$ cat config.mk
export PLATFORM = sky130hd
export DESIGN_NAME = logic_pod_change_compressor
export DESIGN_NICKNAME = d
export VERILOG_FILES = /design/src/rtl/logic_pod_change_compressor.sv
export SDC_FILE = /design/constraint.sdc
export NUM_CORES = 2
export LEC_CHECK = 0
export CORE_MARGIN = 8
export CORE_UTILIZATION = 50
export CTS_BUF_LIST = sky130_fd_sc_hd__clkbuf_16
export DETAILED_ROUTE_END_ITERATION = 12
export PLACE_DENSITY = 0.76
export SYNTH_ARGS = -nofsm -noshare
export SYNTH_HDL_FRONTEND = slang
export SYNTH_SLANG_ARGS = --single-unit
export TNS_END_PERCENT = 10
$ cat constraint.sdc
create_clock -name clk_250mhz -period 21.6 [get_ports clk_250mhz]
set_input_delay 5.4 -clock clk_250mhz [delete_from_list [all_inputs] [get_ports clk_250mhz]]
set_output_delay 5.4 -clock clk_250mhz [all_outputs]
set_load 0.02 [all_outputs]
$ cat src/rtl/logic_pod_change_compressor.sv
// logic_pod_change_compressor
// Forwards only the 8-lane x 20-sample blocks that contain a transition,
// each tagged with the cycle timestamp at which it was sampled. A keyframe
// record opens every contiguous segment, and keepalive records bound the gap
// between emitted records to MAX_IDLE cycles. Records leave through a small
// first-word-fall-through FIFO with a valid/ready handshake.
//
// Build option: define LOGIC_POD_COMPRESS_STATS_EN to add the saturating
// stat_emitted / stat_dropped counters and their output ports.
module logic_pod_change_compressor #(
  parameter int TS_WIDTH   = 32,
  parameter int FIFO_DEPTH = 16,
  parameter int MAX_IDLE   = 1024
) (
  input  logic                clk_250mhz,
  input  logic                rst,
  input  logic                en,
  input  logic [159:0]        samples,
  output logic                out_valid,
  input  logic                out_ready,
  output logic [TS_WIDTH-1:0] out_timestamp,
  output logic [159:0]        out_data,
  output logic                out_keyframe,
  output logic                overflow
`ifdef LOGIC_POD_COMPRESS_STATS_EN
  ,
  output logic [31:0]         stat_emitted,
  output logic [31:0]         stat_dropped
`endif
);

  localparam int LANES  = 8;
  localparam int LANE_W = 20;
  localparam int DATA_W = LANES * LANE_W;
  localparam int PTR_W  = $clog2(FIFO_DEPTH);
  localparam int CNT_W  = PTR_W + 1;
  localparam int IDLE_W = 16;
  // Record layout: {keyframe, timestamp, data}
  localparam int REC_W  = 1 + TS_WIDTH + DATA_W;

  // The state register sits alongside the stage-1 data, so it always
  // describes the enable history of the block currently in stage 2:
  // IDLE = block captured with en low, FIRST = first enabled block,
  // RUN = enabled block following another enabled block.
  typedef enum logic [1:0] {
    ST_IDLE  = 2'd0,
    ST_FIRST = 2'd1,
    ST_RUN   = 2'd2
  } state_t;

  // ---------------------------------------------------------------------
  // Stage 1: timestamp counter, sample capture, enable tracking
  // ---------------------------------------------------------------------
  logic [TS_WIDTH-1:0] ts_q;
  logic [TS_WIDTH-1:0] s1_ts_q;
  logic [DATA_W-1:0]   s1_data_q;
  state_t              state_q;
  state_t              state_d;

  // Next enable state: any cycle with en low returns to IDLE.
  always_comb begin
    state_d = ST_IDLE;
    if (en) begin
      case (state_q)
        ST_IDLE:  state_d = ST_FIRST;
        ST_FIRST: state_d = ST_RUN;
        ST_RUN:   state_d = ST_RUN;
        default:  state_d = ST_IDLE;
      endcase
    end
  end

  // Free-running timestamp plus stage-1 capture of samples, ts and state.
  always_ff @(posedge clk_250mhz) begin
    if (rst) begin
      ts_q      <= '0;
      s1_ts_q   <= '0;
      s1_data_q <= '0;
      state_q   <= ST_IDLE;
    end else begin
      ts_q      <= ts_q + TS_WIDTH'(1);
      s1_ts_q   <= ts_q;
      s1_data_q <= samples;
      state_q   <= state_d;
    end
  end

  // ---------------------------------------------------------------------
  // Stage 2: change detection and emit decision
  // ---------------------------------------------------------------------
  logic [LANES-1:0]  lane_chg;
  logic [LANES-1:0]  lane_last;
  logic [LANES-1:0]  prev_last_q;
  logic [IDLE_W-1:0] idle_q;
  logic [IDLE_W-1:0] idle_d;
  logic              kf_pending_q;
  logic              overflow_q;
  logic              blk_en;
  logic              change;
  logic              keepalive;
  logic              emit;
  logic              push;
  logic              drop;
  logic              pop;
  logic              fifo_full;
  logic              push_kf;

  // Per-lane transition check: adjacent samples inside the block, plus the
  // boundary between the previous enabled block's last sample and bit 0.
  genvar gi;
  generate
    for (gi = 0; gi < LANES; gi++) begin : g_lane
      logic [LANE_W-1:0] lane;
      assign lane          = s1_data_q[LANE_W*gi +: LANE_W];
      assign lane_last[gi] = lane[LANE_W-1];
      assign lane_chg[gi]  = (|(lane[LANE_W-2:0] ^ lane[LANE_W-1:1]))
                             | (lane[0] ^ prev_last_q[gi]);
    end
  endgenerate

  assign blk_en    = (state_q != ST_IDLE);
  assign change    = |lane_chg;
  assign keepalive = (idle_q == IDLE_W'(MAX_IDLE - 1));
  assign emit      = (state_q == ST_FIRST)
                     | ((state_q == ST_RUN) & (change | keepalive));

  // A pop in the same cycle frees a slot, so a full FIFO still accepts.
  assign pop       = out_valid & out_ready;
  assign push      = emit & (~fifo_full | pop);
  assign drop      = emit & fifo_full & ~pop;
  assign push_kf   = (state_q == ST_FIRST) | kf_pending_q;

  // Idle counter restarts on every emit attempt (a dropped record counts
  // too) and whenever the block in stage 2 was captured with en low.
  always_comb begin
    idle_d = idle_q + IDLE_W'(1);
    if (!blk_en || emit) begin
      idle_d = '0;
    end
  end

  // Stage-2 state: idle count, boundary history, drop tracking.
  always_ff @(posedge clk_250mhz) begin
    if (rst) begin
      idle_q       <= '0;
      prev_last_q  <= '0;
      kf_pending_q <= 1'b0;
      overflow_q   <= 1'b0;
    end else begin
      idle_q <= idle_d;
      if (blk_en) begin
        prev_last_q <= lane_last;
      end
      if (drop) begin
        overflow_q   <= 1'b1;
        kf_pending_q <= 1'b1;
      end else if (push) begin
        kf_pending_q <= 1'b0;
      end
    end
  end

  assign overflow = overflow_q;

  // ---------------------------------------------------------------------
  // Output FIFO (first-word-fall-through)
  // ---------------------------------------------------------------------
  logic [REC_W-1:0] fifo_mem [FIFO_DEPTH];
  logic [PTR_W-1:0] wr_ptr_q;
  logic [PTR_W-1:0] wr_ptr_d;
  logic [PTR_W-1:0] rd_ptr_q;
  logic [PTR_W-1:0] rd_ptr_d;
  logic [CNT_W-1:0] count_q;
  logic [CNT_W-1:0] count_d;
  logic [REC_W-1:0] head_rec;

  assign fifo_full = (count_q == CNT_W'(FIFO_DEPTH));

  // Pointer and occupancy update for push/pop.
  always_comb begin
    wr_ptr_d = wr_ptr_q;
    rd_ptr_d = rd_ptr_q;
    count_d  = count_q;
    if (push) begin
      wr_ptr_d = wr_ptr_q + PTR_W'(1);
    end
    if (pop) begin
      rd_ptr_d = rd_ptr_q + PTR_W'(1);
    end
    case ({push, pop})
      2'b10:   count_d = count_q + CNT_W'(1);
      2'b01:   count_d = count_q - CNT_W'(1);
      default: count_d = count_q;
    endcase
  end

  // FIFO bookkeeping; reset discards any stored records.
  always_ff @(posedge clk_250mhz) begin
    if (rst) begin
      wr_ptr_q <= '0;
      rd_ptr_q <= '0;
      count_q  <= '0;
    end else begin
      wr_ptr_q <= wr_ptr_d;
      rd_ptr_q <= rd_ptr_d;
      count_q  <= count_d;
    end
  end

  // Record storage; contents are only meaningful below count_q.
  always_ff @(posedge clk_250mhz) begin
    if (push) begin
      fifo_mem[wr_ptr_q] <= {push_kf, s1_ts_q, s1_data_q};
    end
  end

  // Head of the FIFO drives the outputs; they read zero while empty so the
  // port values are defined out of reset.
  assign head_rec      = fifo_mem[rd_ptr_q];
  assign out_valid     = (count_q != '0);
  assign out_data      = out_valid ? head_rec[DATA_W-1:0] : '0;
  assign out_timestamp = out_valid ? head_rec[DATA_W +: TS_WIDTH] : '0;
  assign out_keyframe  = out_valid & head_rec[REC_W-1];

`ifdef LOGIC_POD_COMPRESS_STATS_EN
  logic [31:0] stat_emitted_q;
  logic [31:0] stat_dropped_q;

  // Saturating counters of pushed and dropped records.
  always_ff @(posedge clk_250mhz) begin
    if (rst) begin
      stat_emitted_q <= '0;
      stat_dropped_q <= '0;
    end else begin
      if (push && (stat_emitted_q != 32'hFFFF_FFFF)) begin
        stat_emitted_q <= stat_emitted_q + 32'd1;
      end
      if (drop && (stat_dropped_q != 32'hFFFF_FFFF)) begin
        stat_dropped_q <= stat_dropped_q + 32'd1;
      end
    end
  end

  assign stat_emitted = stat_emitted_q;
  assign stat_dropped = stat_dropped_q;
`endif

endmodule

# Yosys cells after proc, flatten, opt, wreduce, memory -nomap -nowiden
# Memory sizes are Yosys's and may differ from the RTL's. A register that Yosys moved wholly into a read port is not among the register bits.
# Index checks and enable logic that the tools add are counted.
# classes
n_addsub,6
n_eq_ne,6
n_mux,10
bitwise_logic,37
reduce_logical,19
# ops
operator,count
2-to-1 mux 160 bit,1
OR reduction 19 bit,8
XOR 19 bit,8
adder 32 x 1 -> 32 bit (second input constant),1
2-to-1 mux 32 bit,1
adder 16 x 1 -> 16 bit (second input constant),1
== test 16 x 10 -> 1 bit (second input constant),1
bitwise OR 1 bit,12
case mux 5 bit (2 select lines),1
adder 4 x 1 -> 4 bit (second input constant),2
2-to-1 mux 4 bit,2
OR reduction 8 bit,1
XOR 1 bit,8
bitwise AND 1 bit,6
nonzero test 2 bit,3
OR reduction 2 bit,3
adder 5 x 1 -> 5 bit (second input constant),1
== test 5 bit (second input constant),1
nonzero test 5 bit,1
subtractor 5 x 1 -> 5 bit (second input constant),1
== test 2 x 1 -> 1 bit (second input constant),2
== test 2 bit (second input constant),2
2-to-1 mux 1 bit,4
case mux 2 bit (2 select lines),1
4 further kinds,6
# word_totals
regBits,265
ramBits,3088
in_bits,164
out_inout_bits,195
word_cells,90
n_memories,1
# mem_list
memory,words,width,rd,rd_ports_with_merged_regs,wr,line,rtl
fifo_mem,16,193,1,1,1,168,logic [REC_W-1:0] fifo_mem [FIFO_DEPTH];

# Logic depth before layout (Yosys ltp)
# logic_depth
word_depth,10
depth_mapped,17

# Worst setup path after synthesis
# No wires, ideal clock.
# synth_timing
path_kind,input port to flip-flop
from,input out_ready
to,memory fifo_mem[3][0] (netlist name) (enable)
arrival_time_ps,18775
t_required_ps,20617
path_slack_ps,1842
cell_stages,4
path_buffers,0
cell_sequence,nand2b_1 > or2_2 > nand3_1 > nor3_1
# synth_via
elab_chain_cells,5
# synth_lines
element,line,rtl
start: declaration,20,"input logic out_ready,"
bitwise AND 1 bit,128,assign pop = out_valid & out_ready;
bitwise OR 1 bit,129,assign push = emit & (~fifo_full | pop);
bitwise AND 1 bit,129,
2-to-1 mux 1 bit,212,if (push) begin
2-to-1 mux 1 bit (not written as such),213,"fifo_mem[wr_ptr_q] <= {push_kf, s1_ts_q, s1_data_q};"
end: declaration,168,
# No other way between the ends.

==> reports/results.txt <==
The total of buffers placed on input and output ports was 358. The sum of negative setup slack is 0 ns. Across the routed clock network, the largest skew measured is 0.0979 ns. Buffers inserted during clock tree synthesis total 343. In the final layout, flip-flops and latches occupy 98100 um2. In this run, the number of DRC markers left after iteration 0 of detailed routing was 7296.

Number of enable flip-flop cells after synthesis: 3088. The mapped netlist covers 126000 um2. Largest net degree at the start of global routing: 172. After clock tree synthesis, the clock-pin slew on the worst setup and hold paths is 0.06 ns.

STA classifies the critical path endpoint as an output port. The tools report the wire length of the first global-routing pass as 438000 um. TritonCTS built the clock tree. Synthesis inferred 3357 register bits. Using the TritonRoute via totals, the vias-per-cell ratio works out to 6.20. The synthesized area per cell works out to 23.2 um2.

The tools report the nature of the critical path startpoint as a flip-flop. The run gives 11.7% as the headroom to the max-slew limit. VDD sags by at most 0.000269 V. The longest clock path from root to sink contains 4 buffers. The synthesized netlist contains 46 unique library cells.

The run gives 0 as the count of cells resized by post-cts repair. The worst path needs 12.08 ns of the cycle, external delays included. The worst setup path is of the flip-flop to output port kind.

The die is 518 um wide. Count of mapped cells out of synthesis: 5435. The area growth from synthesis to layout is 14.7%. The post-detailed-placement half-perimeter wirelength was 152000 um. STA puts the critical path data arrival time at 6.68 ns. For the effective utilization at floorplan, the log shows 50.3%. For the total number of vias, the log shows 59436. The number of setup buffers added after CTS is 0.

Of the cells placed in the final design, the portion with a size suffix greater than 1 is 25.2%. Overall power after layout: 15.9 mW. The detail route stage leaves a number of antenna-violating nets equal to 0. The count of synthesis-stage warnings from yosys is 0, and the transition time at the pin with the least slew margin is 1.33 ns.

The maximum fanout count along the critical path works out to 113. The ratio of final minimum period to clock period came out at 55.9%. The power density of the placed cells is 110 nW/um2, and the number of max-capacitance violations reported is 0. Setup violations remaining at the end of the flow were counted as 0. Summing all multi-input logic gate instances after layout gives 27100 um2.

At the later pin of the worst-skew pair, clock insertion delay measures 0.98 ns. The iteration count of the initial detailed-routing pass was 5. The most frequent standard cell in the layout excluding fill and tap cells was sky130_fd_sc_hd__edfxtp_1. The proportion of synthesized flip-flops having asynchronous set or reset is 0%. In this run the core area contains 184 standard-cell rows. Routability-driven placement finished with a final weighted congestion of 0.747. The run finished with clean final reports.

The worst endpoint required time came out at 16.20 ns. After detailed routing, the average wire length per cell comes to 31.7 um. The final count of pins violating max slew came out at 0. Based on the critical path, the design can be clocked at up to 82.8 MHz. The die is 518 um tall. The number of nets produced by synthesis was 5613; the via count of the first global-routing pass was 61922. For this design the static power due to leakage is 45.2 nW. The residual DRC count is 0.

The tools report the number of antenna violations at the first check in global routing as 22. Sequential cells were found to cover 77.7% of the synthesized design area. Measured on the finished design, the core utilization comes to 57.6%.

The number of endpoints with negative hold slack in the final report came out at 0. Total number of clock tree sinks: 3357. Among all flip-flop cells after synthesis, the most frequent one is sky130_fd_sc_hd__edfxtp_1. The floorplan step defined a die boundary enclosing 269000 um2. For this design, the CTS-stage hold fixing added 0 buffers.

The cell at the root of the clock tree was sky130_fd_sc_hd__clkbuf_16. Setup repair after global routing left no endpoint under its margin. In the global route stage, overall resource usage came out at 22.1%. After detailed placement, the total cell area comes to 134000 um2. The tightest min-delay check is of the flip-flop to flip-flop type.

The run gives 145000 um2 as the area of all placed cells without fillers. 359 I/O pins were placed. The placeable core region is 251000 um2. The library cells used most frequently in the layout, excluding fill and tap cells, are sky130_fd_sc_hd__edfxtp_1, sky130_fd_sc_hd__mux4_2, sky130_fd_sc_hd__clkdlybuf4s50_1. CTS built an H-tree with a depth of 5. Global route total overflow: 0.

The layout has 17283 filler cells. After the last flow step, the layout net total stands at 6143. Summed over all layers, the routed wires come to 304000 um.
-- cell usage after synthesis (2+ instances only) --
master	count	area share [%]
sky130_fd_sc_hd__or2_2	3	0.015
sky130_fd_sc_hd__buf_1	69	0.21
sky130_fd_sc_hd__nand3_1	38	0.15
sky130_fd_sc_hd__ha_1	13	0.13
sky130_fd_sc_hd__and3_1	20	0.099
sky130_fd_sc_hd__mux2_2	3	0.027
sky130_fd_sc_hd__or4_1	28	0.17
sky130_fd_sc_hd__a21oi_1	9	0.036
sky130_fd_sc_hd__mux4_2	965	17
sky130_fd_sc_hd__clkbuf_1	198	0.59
sky130_fd_sc_hd__o22ai_1	8	0.040
sky130_fd_sc_hd__nor3_1	21	0.083
sky130_fd_sc_hd__nor4_1	22	0.11
sky130_fd_sc_hd__mux2_4	4	0.048
sky130_fd_sc_hd__nand2_1	37	0.11
sky130_fd_sc_hd__and3b_1	2	0.014
sky130_fd_sc_hd__o21ai_0	9	0.036
sky130_fd_sc_hd__or3_1	21	0.10
sky130_fd_sc_hd__nor2_2	2	0.0099
sky130_fd_sc_hd__nor2_1	68	0.20
sky130_fd_sc_hd__a31oi_1	2	0.0099
sky130_fd_sc_hd__and2_1	197	0.98
sky130_fd_sc_hd__mux2i_1	9	0.071
sky130_fd_sc_hd__and4_1	5	0.035
sky130_fd_sc_hd__nor2_4	8	0.071
sky130_fd_sc_hd__nand2b_1	3	0.015
sky130_fd_sc_hd__dfxtp_1	269	4.3
sky130_fd_sc_hd__a22oi_1	2	0.012
sky130_fd_sc_hd__buf_6	2	0.018
sky130_fd_sc_hd__edfxtp_1	3088	73
sky130_fd_sc_hd__nor2b_1	201	1.0
sky130_fd_sc_hd__xor2_1	36	0.25
sky130_fd_sc_hd__nand4_1	35	0.17
sky130_fd_sc_hd__inv_1	11	0.033
sky130_fd_sc_hd__xnor2_1	16	0.11
-- power by group --
part           internal [mW]  leakage [nW]  switching, mW
registers               7.16          30.8          0.122
logic                   1.35          8.81           1.53
clock network           3.32          5.62           2.41
total                   11.8          45.2           4.06
-- worst max-delay path: stages (launching register included) --
cell and delay [ns]:
sky130_fd_sc_hd__dfxtp_4 0.93, sky130_fd_sc_hd__buf_12 0.70, sky130_fd_sc_hd__buf_4 0.92, sky130_fd_sc_hd__buf_4 0.91
sky130_fd_sc_hd__mux4_2 0.64, sky130_fd_sc_hd__mux4_2 0.49, sky130_fd_sc_hd__and2_1 0.22, sky130_fd_sc_hd__clkdlybuf4s50_1 0.57
-- cell families after synthesis --
logic type,Yosys count,share of synthesized area (%)
adders and majority gates,14,0.145
and+or+nand+nor,713,3.34
DFF,3357,77.7
AOI/OAI and AO/OA,35,0.167
muxes,982,17.4
xor gates and xnor gates,52,0.361
buffers and inverters,282,0.866
-- final timing paths --
| kind | end | cells past startpoint | slack, ns | start |
|---|---|---|---|---|
| max reg2reg | fifo_mem[5][90] | 10 | 14.61 | s1_data_q[80] |
| max | out_data[30] | 7 | 9.52 | flip-flop |
| min reg2reg | idle_q[0] | 1 | 0.48 | idle_q[0] |
| min | idle_q[0] | 1 | 0.48 | idle_q[0] |
-- flip-flops by register name, indices dropped and copies added (netlist names), named ones only --
signal        count
fifo_mem       3088
s1_data_q       160
s1_ts_q          32
ts_q             32
idle_q           16
prev_last_q       8
count_q           5
rd_ptr_q          4
wr_ptr_q          4
state_q           2
kf_pending_q      1
overflow          1
-- layer usage --
metal  vias to the layer above  track usage, %  routed length, um  part of all wire, %
li1                      23888               -                  -                    -
met1                     31705            30.2             116000                   38
met2                      3321            36.8             152000                   50
met3                       516            4.06              27400                  9.0
met4                         6            6.53               8870                  2.9
met5                         -               0                 41                0.013
-- final cells by class --
cell class	count	area share, %
Clock inverter	263	1.41
Antenna cell	9	0.0156
Clock buffer	352	6.08
Inverter	11	0.0285
Tap cell	3348	2.89
Sequential cell	3357	67.8
Multi-Input combinational cell	1796	18.7
Timing Repair Buffer	456	3.09
-- per-stage QoR --
| step | instances | hold WS, ns | setup slack [ns] |
|---|---|---|---|
| global placement | 8968 | 0.450 | 10.33 |
| global route | 9589 | 0.504 | 8.98 |
| detailed placement | 8968 | 0.458 | 10.26 |
| floorplan | 5435 | 0.421 | 1.84 |
| CTS | 9583 | 0.483 | 9.28 |
| finish | 9592 | 0.482 | 9.52 |
Power figures use the tool's default switching activity.
